$ cat src/rtl/mem_ctrl_pkg.sv
// Shared definitions for the byte-serial memory controller:
// funct3 load/store width codes, the IO window base and FSM states.
package mem_ctrl_pkg;

    localparam logic [31:0] IO_BASE = 32'h0003_0000;

    localparam logic [2:0] OP_LB  = 3'b000;
    localparam logic [2:0] OP_LH  = 3'b001;
    localparam logic [2:0] OP_LW  = 3'b010;
    localparam logic [2:0] OP_LBU = 3'b100;
    localparam logic [2:0] OP_LHU = 3'b101;

    typedef enum logic [2:0] {
        ST_IDLE,
        ST_IFETCH,
        ST_LOAD,
        ST_STORE,
        ST_DONE
    } state_t;

    // Index of the final byte of an access (byte count minus one).
    function automatic logic [1:0] last_idx(input logic [1:0] width);
        case (width)
            2'b00:   last_idx = 2'd0;
            2'b01:   last_idx = 2'd1;
            default: last_idx = 2'd3;
        endcase
    endfunction

endpackage

$ cat src/rtl/mem_ld_ext.sv
// Load extension: widens assembled little-endian bytes to 32 bits
// with sign or zero extension selected by funct3.
module mem_ld_ext
    import mem_ctrl_pkg::*;
(
    input  logic [31:0] bytes,
    input  logic [2:0]  op,
    output logic [31:0] res
);

    always_comb begin
        res = bytes;
        case (op)
            OP_LB:   res = {{24{bytes[7]}}, bytes[7:0]};
            OP_LH:   res = {{16{bytes[15]}}, bytes[15:0]};
            OP_LW:   res = bytes;
            OP_LBU:  res = {24'd0, bytes[7:0]};
            OP_LHU:  res = {16'd0, bytes[15:0]};
            default: res = bytes;
        endcase
    end

endmodule

$ cat src/rtl/mem_ctrl.sv
// Byte-serial RAM/IO controller serving the LSB and instruction fetcher.
// Optional MEM_IO_STALL_EN holds IO-window store bytes while io_buffer_full.
module mem_ctrl
    import mem_ctrl_pkg::*;
(
    input  logic        clk_in,
    input  logic        rst_in,
    input  logic        rdy_in,
    input  logic        rob_clear,
    input  logic [7:0]  mem_din,
    output logic [7:0]  mem_dout,
    output logic [31:0] mem_a,
    output logic        mem_wr,
    input  logic        io_buffer_full,
    input  logic        if_req,
    input  logic [31:0] if_addr,
    output logic        if_ready,
    output logic [31:0] if_data,
    input  logic        is_io,
    input  logic        is_store,
    input  logic [31:0] io_addr,
    input  logic [31:0] io_data,
    input  logic [2:0]  io_op,
    output logic        mem_res_avail,
    output logic [31:0] mem_res,
    output logic        mem_stuck
);

    state_t      state, state_n;
    logic [1:0]  idx, idx_n, idx_inc, cap, last;
    logic        tail, tail_n;
    logic        kill, kill_n;
    logic        fetch, fetch_n;
    logic        wr, wr_n;
    logic [2:0]  op, op_n;
    logic [31:0] bytes, bytes_n;
    logic [31:0] addr_n, res_n, ifd_n;
    logic [7:0]  dout_n;
    logic [31:0] asm_w, ext;
    logic        stall, done_ok;

    // Read data lags the address by one cycle, so the byte
    // arriving now belongs to the previous index.
    assign idx_inc = idx + 2'd1;
    assign cap     = idx - 2'd1;
    assign last    = last_idx(op[1:0]);

    always_comb begin
        asm_w = bytes;
        asm_w[{cap, 3'b000} +: 8] = mem_din;
    end

    mem_ld_ext u_ext (
        .bytes (asm_w),
        .op    (op),
        .res   (ext)
    );

`ifdef MEM_IO_STALL_EN
    assign stall = (state == ST_STORE) && (mem_a >= IO_BASE)
                   && io_buffer_full;
`else
    logic io_full_unused;
    assign io_full_unused = io_buffer_full;
    assign stall = 1'b0;
`endif

    assign mem_wr    = wr & rdy_in & ~stall;
    assign mem_stuck = (state != ST_IDLE);

    // Pulses are gated live so a flush or freeze during DONE hides them.
    assign done_ok       = (state == ST_DONE) && rdy_in && !rob_clear && !kill;
    assign mem_res_avail = done_ok & ~fetch;
    assign if_ready      = done_ok & fetch;

    always_comb begin
        state_n = state;
        idx_n   = idx;
        tail_n  = tail;
        kill_n  = kill;
        fetch_n = fetch;
        wr_n    = wr;
        op_n    = op;
        bytes_n = bytes;
        addr_n  = mem_a;
        dout_n  = mem_dout;
        res_n   = mem_res;
        ifd_n   = if_data;
        if (rdy_in) begin
            unique case (state)
                ST_IDLE: begin
                    idx_n  = 2'd0;
                    tail_n = 1'b0;
                    kill_n = 1'b0;
                    if (is_io) begin
                        fetch_n = 1'b0;
                        op_n    = io_op;
                        addr_n  = io_addr;
                        if (is_store) begin
                            state_n = ST_STORE;
                            wr_n    = 1'b1;
                            bytes_n = io_data;
                            dout_n  = io_data[7:0];
                        end else begin
                            state_n = ST_LOAD;
                            bytes_n = '0;
                        end
                    end else if (if_req) begin
                        state_n = ST_IFETCH;
                        fetch_n = 1'b1;
                        op_n    = OP_LW;
                        addr_n  = if_addr;
                        bytes_n = '0;
                    end
                end
                ST_LOAD, ST_IFETCH: begin
                    if (rob_clear) begin
                        state_n = ST_IDLE;
                    end else begin
                        if (idx != 2'd0 || tail) begin
                            bytes_n = asm_w;
                        end
                        if (tail) begin
                            state_n = ST_DONE;
                            if (fetch) begin
                                ifd_n = asm_w;
                            end else begin
                                res_n = ext;
                            end
                        end else begin
                            idx_n = idx_inc;
                            if (idx == last) begin
                                tail_n = 1'b1;
                            end else begin
                                addr_n = mem_a + 32'd1;
                            end
                        end
                    end
                end
                ST_STORE: begin
                    if (rob_clear) begin
                        kill_n = 1'b1;
                    end
                    if (!stall) begin
                        if (idx == last) begin
                            state_n = ST_DONE;
                            wr_n    = 1'b0;
                            res_n   = '0;
                        end else begin
                            idx_n  = idx_inc;
                            addr_n = mem_a + 32'd1;
                            dout_n = bytes[{idx_inc, 3'b000} +: 8];
                        end
                    end
                end
                ST_DONE: begin
                    state_n = ST_IDLE;
                    kill_n  = 1'b0;
                end
                default: begin
                    state_n = ST_IDLE;
                end
            endcase
        end
    end

    always_ff @(posedge clk_in or posedge rst_in) begin
        if (rst_in) begin
            state    <= ST_IDLE;
            idx      <= 2'd0;
            tail     <= 1'b0;
            kill     <= 1'b0;
            fetch    <= 1'b0;
            wr       <= 1'b0;
            op       <= 3'd0;
            bytes    <= '0;
            mem_a    <= '0;
            mem_dout <= '0;
            mem_res  <= '0;
            if_data  <= '0;
        end else begin
            state    <= state_n;
            idx      <= idx_n;
            tail     <= tail_n;
            kill     <= kill_n;
            fetch    <= fetch_n;
            wr       <= wr_n;
            op       <= op_n;
            bytes    <= bytes_n;
            mem_a    <= addr_n;
            mem_dout <= dout_n;
            mem_res  <= res_n;
            if_data  <= ifd_n;
        end
    end

endmodule

$ cat config.mk
export PLATFORM = sky130hd
export DESIGN_NAME = mem_ctrl
export DESIGN_NICKNAME = d
export VERILOG_FILES = /design/src/rtl/mem_ctrl_pkg.sv /design/src/rtl/mem_ld_ext.sv /design/src/rtl/mem_ctrl.sv
export SDC_FILE = /design/constraint.sdc
export NUM_CORES = 1
export LEC_CHECK = 0
export ABC_CLOCK_PERIOD_IN_PS = 7930
export CAP_MARGIN = 20
export CORE_ASPECT_RATIO = 2
export CORE_MARGIN = 5
export CORE_UTILIZATION = 53
export DETAILED_ROUTE_END_ITERATION = 7
export GPL_ROUTABILITY_DRIVEN = 1
export PLACE_DENSITY = 0.86
export SETUP_SLACK_MARGIN = 0.3
export SYNTH_ARGS = -nofsm -noshare
export SYNTH_HDL_FRONTEND = slang
export SYNTH_SLANG_ARGS = --single-unit
$ cat constraint.sdc
create_clock -name clk_in -period 7.93 [get_ports clk_in]
set_clock_uncertainty 0.05 [all_clocks]
set_input_delay 1.1895 -clock clk_in [delete_from_list [all_inputs] [get_ports clk_in]]
set_output_delay 1.1895 -clock clk_in [all_outputs]
set_load 0.005 [all_outputs]
==> results_dict.tcl <==
set metrics [dict create \
    viasPerCell 6.22 \
    yosys.cell_types.count 57 \
    power_density_nw_per_um2 382 \
    path_max_fanout 8 \
    grt_pass1_wl_mm 40.6 \
    synth.area.mux_share 0.0715 \
    root_buffer "clkbuf_16" \
    top_layer "met4" \
    fp.dieW_um 97.9 \
    syn_avg_cell_area_um2 8.93 \
    clock_latency_ns 0.42 \
    synth_largest_area_cell "dfrtp_1" \
    synth-compound-area-share 0.243 \
    finalCriticalPeriod_ns 4.13 \
    finalWeightedCongestion 0.957 \
    vias 8107 \
    drive_gt1_frac 0.0732 \
    wirelength_mm 26.4 \
    slew_viol_final 0 \
    period_share 0.520 \
    max_clock_freq_mhz 242 \
    synth_adder_area_share 0.00763 \
    outcome "complete, no violations" \
    cts_tree "yes" \
    wl_met1_mm 8.82 \
    multiInputGateArea_um2 4150 \
    synthTopCellsByArea "dfrtp_1, a21oi_1, a31oi_1, nand2_1, o21ai_0" \
    maxSlewHeadroom 0.292 \
    worst-path-buf-inv 3 \
    cp-end-kind "output port" \
    cp_slowest_stage_delay_ns 0.59 \
    first_iter_violations 427 \
    maxCapViolations 0 \
    grt_max_degree 91 \
    ys_async_sr_fraction 1.00 \
    dr_wl_met2_mm 14.0 \
    cpMaxStageDelayCell "clkdlybuf4s50_1" \
    dp.final_hpwl_mm 19.3 \
    final-seq-area_um2 3700 \
    cts_sinks 148 \
    synth_nets 1038 \
    synth-simple-area-share 0.181 \
    grt-ovfl-total 0 \
    drc 0 \
    wl_met3_mm 1.99 \
    synth_top_area_frac 0.452 \
    htreeDepth 4 \
    cp.required_ns 6.69 \
    area_growth_pct 35.1 \
    clock_path_buffers 2 \
    first_pass_iters 8 \
    die_h_um 186 \
    coreArea_um2 15300 \
    synth_edf_count 0 \
    synth_top_family_by_area "compound AO/OA/AOI/OAI gates" \
    tns_ns 0 \
    io_buffers 221 \
    leakage_nw 4.55 \
    yosys_warnings 0 \
    cts.clk_slew.worst_paths_ns 0.06 \
    fin_nets 1214 \
    critical-path-top-delay-family "buffers and inverters" \
    critPathArrivalTime_ns 2.89 \
    yosysSeqAreaShare 0.452 \
    netlist_area_um2 8190 \
    rows 64 \
    ys.flop_type "dfrtp_1" \
    antenna_found_initial 0 \
    cp_common_cell "clkdlybuf4s50_1" \
    grtUsageTotal 0.286 \
    ys_seq_elements 148 \
    postCtsHoldBufs 0 \
    tightest_slew_ns 1.06 \
    die_area_um2 18200 \
    synthXorXnorAreaFrac 0.00107 \
    grt_pass1_vias 7624 \
    wl_per_cell_um 20.2 \
    cp-start-kind "primary input" \
    holdCritPathClass "reg -> reg" \
    hold_viol_final 0 \
    final-setup-viol-count 0 \
    top_level_ports 223 \
    worstSetupPathType "in -> out" \
    cts_setup_buffers 0 \
    whs_ns 0.411 \
    cts_buffers 17 \
    rsz0062_at_grt "false" \
    cts-resized-gates 0 \
    ant_nets 0 \
    synthCells 918 \
    worstPathCellList "clkdlybuf4s50_1 > inv_1 > nand3_1 > nor4b_1 > clkdlybuf4s50_1" \
    initial_core_util 0.536 \
    antenna_cells 0 \
    fillers 1136 \
    peakVddDrop_mv 0.268 \
]
[worst register-to-register path, stage by stage, from the launching register on]
cell and delay, ns:
dfrtp_1 0.78, inv_1 0.20, ha_1 0.70, nor2b_1 0.56, a31oi_1 0.29, a21o_1 0.45
o211ai_1 0.22, o21a_1 0.15
[state kept, by name, indices dropped and copies added, names as in the netlist, 2 cells and up]
signal	count
if_data	32
idx	2
state	3
bytes	32
mem_dout	8
mem_a	32
op	3
mem_res	32
[layout by cell type (no fill, tap or decap), types with 11 or more instances in the layout]
cell type,count
a21oi_1,86
a31oi_1,67
clkbuf_16,17
clkdlybuf4s50_1,220
dfrtp_1,148
inv_1,11
mux2_2,20
mux2i_1,18
nand2_1,97
nand3_1,20
nand4_1,11
nor2_1,83
nor2b_1,48
o211ai_1,16
o21a_1,16
o21ai_0,70
o22ai_1,16
o31ai_1,11
[cells in the mapped netlist, types with 7 or more instances]
library cell    n
a21oi_1        86
a2bb2oi_1       7
a31oi_1        68
buf_2          15
clkbuf_1       52
dfrtp_1       148
inv_1          12
mux2_2         20
mux2i_1        18
mux4_2          8
nand2_1        97
nand3_1        20
nand4_1        11
nor2_1         83
nor2b_1        48
nor3_1         10
o211ai_1       16
o21a_1         16
o21ai_0        70
o22ai_1        16
o31ai_1        11
[cell families (layout without fill, tap and decap cells)]
| group | after synthesis | after routing |
|---|---|---|
| xor gates and xnor gates | 1 | 1 |
| muxes | 46 | 46 |
| and+or+nand+nor | 309 | 309 |
| adders and majority gates | 5 | 5 |
| buffers and inverters | 85 | 273 |
| AOI/OAI and AO/OA | 324 | 324 |
| DFF | 148 | 148 |
[metal layers]
layer,up-vias,global-route usage
met1,3875,0.299
met5,-,0
met2,438,0.524
met4,0,0.170
li1,3705,-
met3,89,0.0566
[final cells by class]
type,count,area share
Sequential cell,148,0.335
Multi-Input combinational cell,685,0.375
Inverter,12,0.00452
Timing Repair Buffer,230,0.206
Tap cell,198,0.0224
Clock buffer,22,0.0437
Clock inverter,9,0.0136
[report_power, final]
group | total [mW] | switching (mW) | internal, mW
sequential | 1.37 | 0.309 | 1.06
clock | 0.876 | 0.319 | 0.557
combinational | 1.98 | 1.05 | 0.922
[stage by stage]
stage	cell area, µm²	worst slack [ns]	utilization	power (mW)	cells
after global routing	11100	3.60	0.724	4.47	1304
after detailed placement	10400	3.80	0.681	3.32	1272
after floorplan	8190	2.71	-	2.45	918
after global placement	10400	3.84	0.681	3.27	1272
final	11100	3.80	0.724	4.23	1304
after CTS	11100	3.79	0.723	4.21	1303
[path summary, 6_finish.rpt]
kind                                        startpoint                       to  slack [ns]  cells after the start
worst max-delay path                         rob_clear                 if_ready        3.80                      5
worst min-delay path            mem_res[8]$_DFFE_PP0P_   mem_res[8]$_DFFE_PP0P_        0.41                      2
worst max register to register      idx[0]$_DFFE_PP0P_  mem_res[26]$_DFFE_PP0P_        4.47                      7
worst min register to register  mem_res[8]$_DFFE_PP0P_   mem_res[8]$_DFFE_PP0P_        0.41                      2
max in group asynchronous                       rst_in  mem_res[31]$_DFFE_PP0P_        5.24                      3
min in group asynchronous                       rst_in     mem_a[1]$_DFFE_PP0P_        1.23                      2
Power figures use the tool's default switching activity.
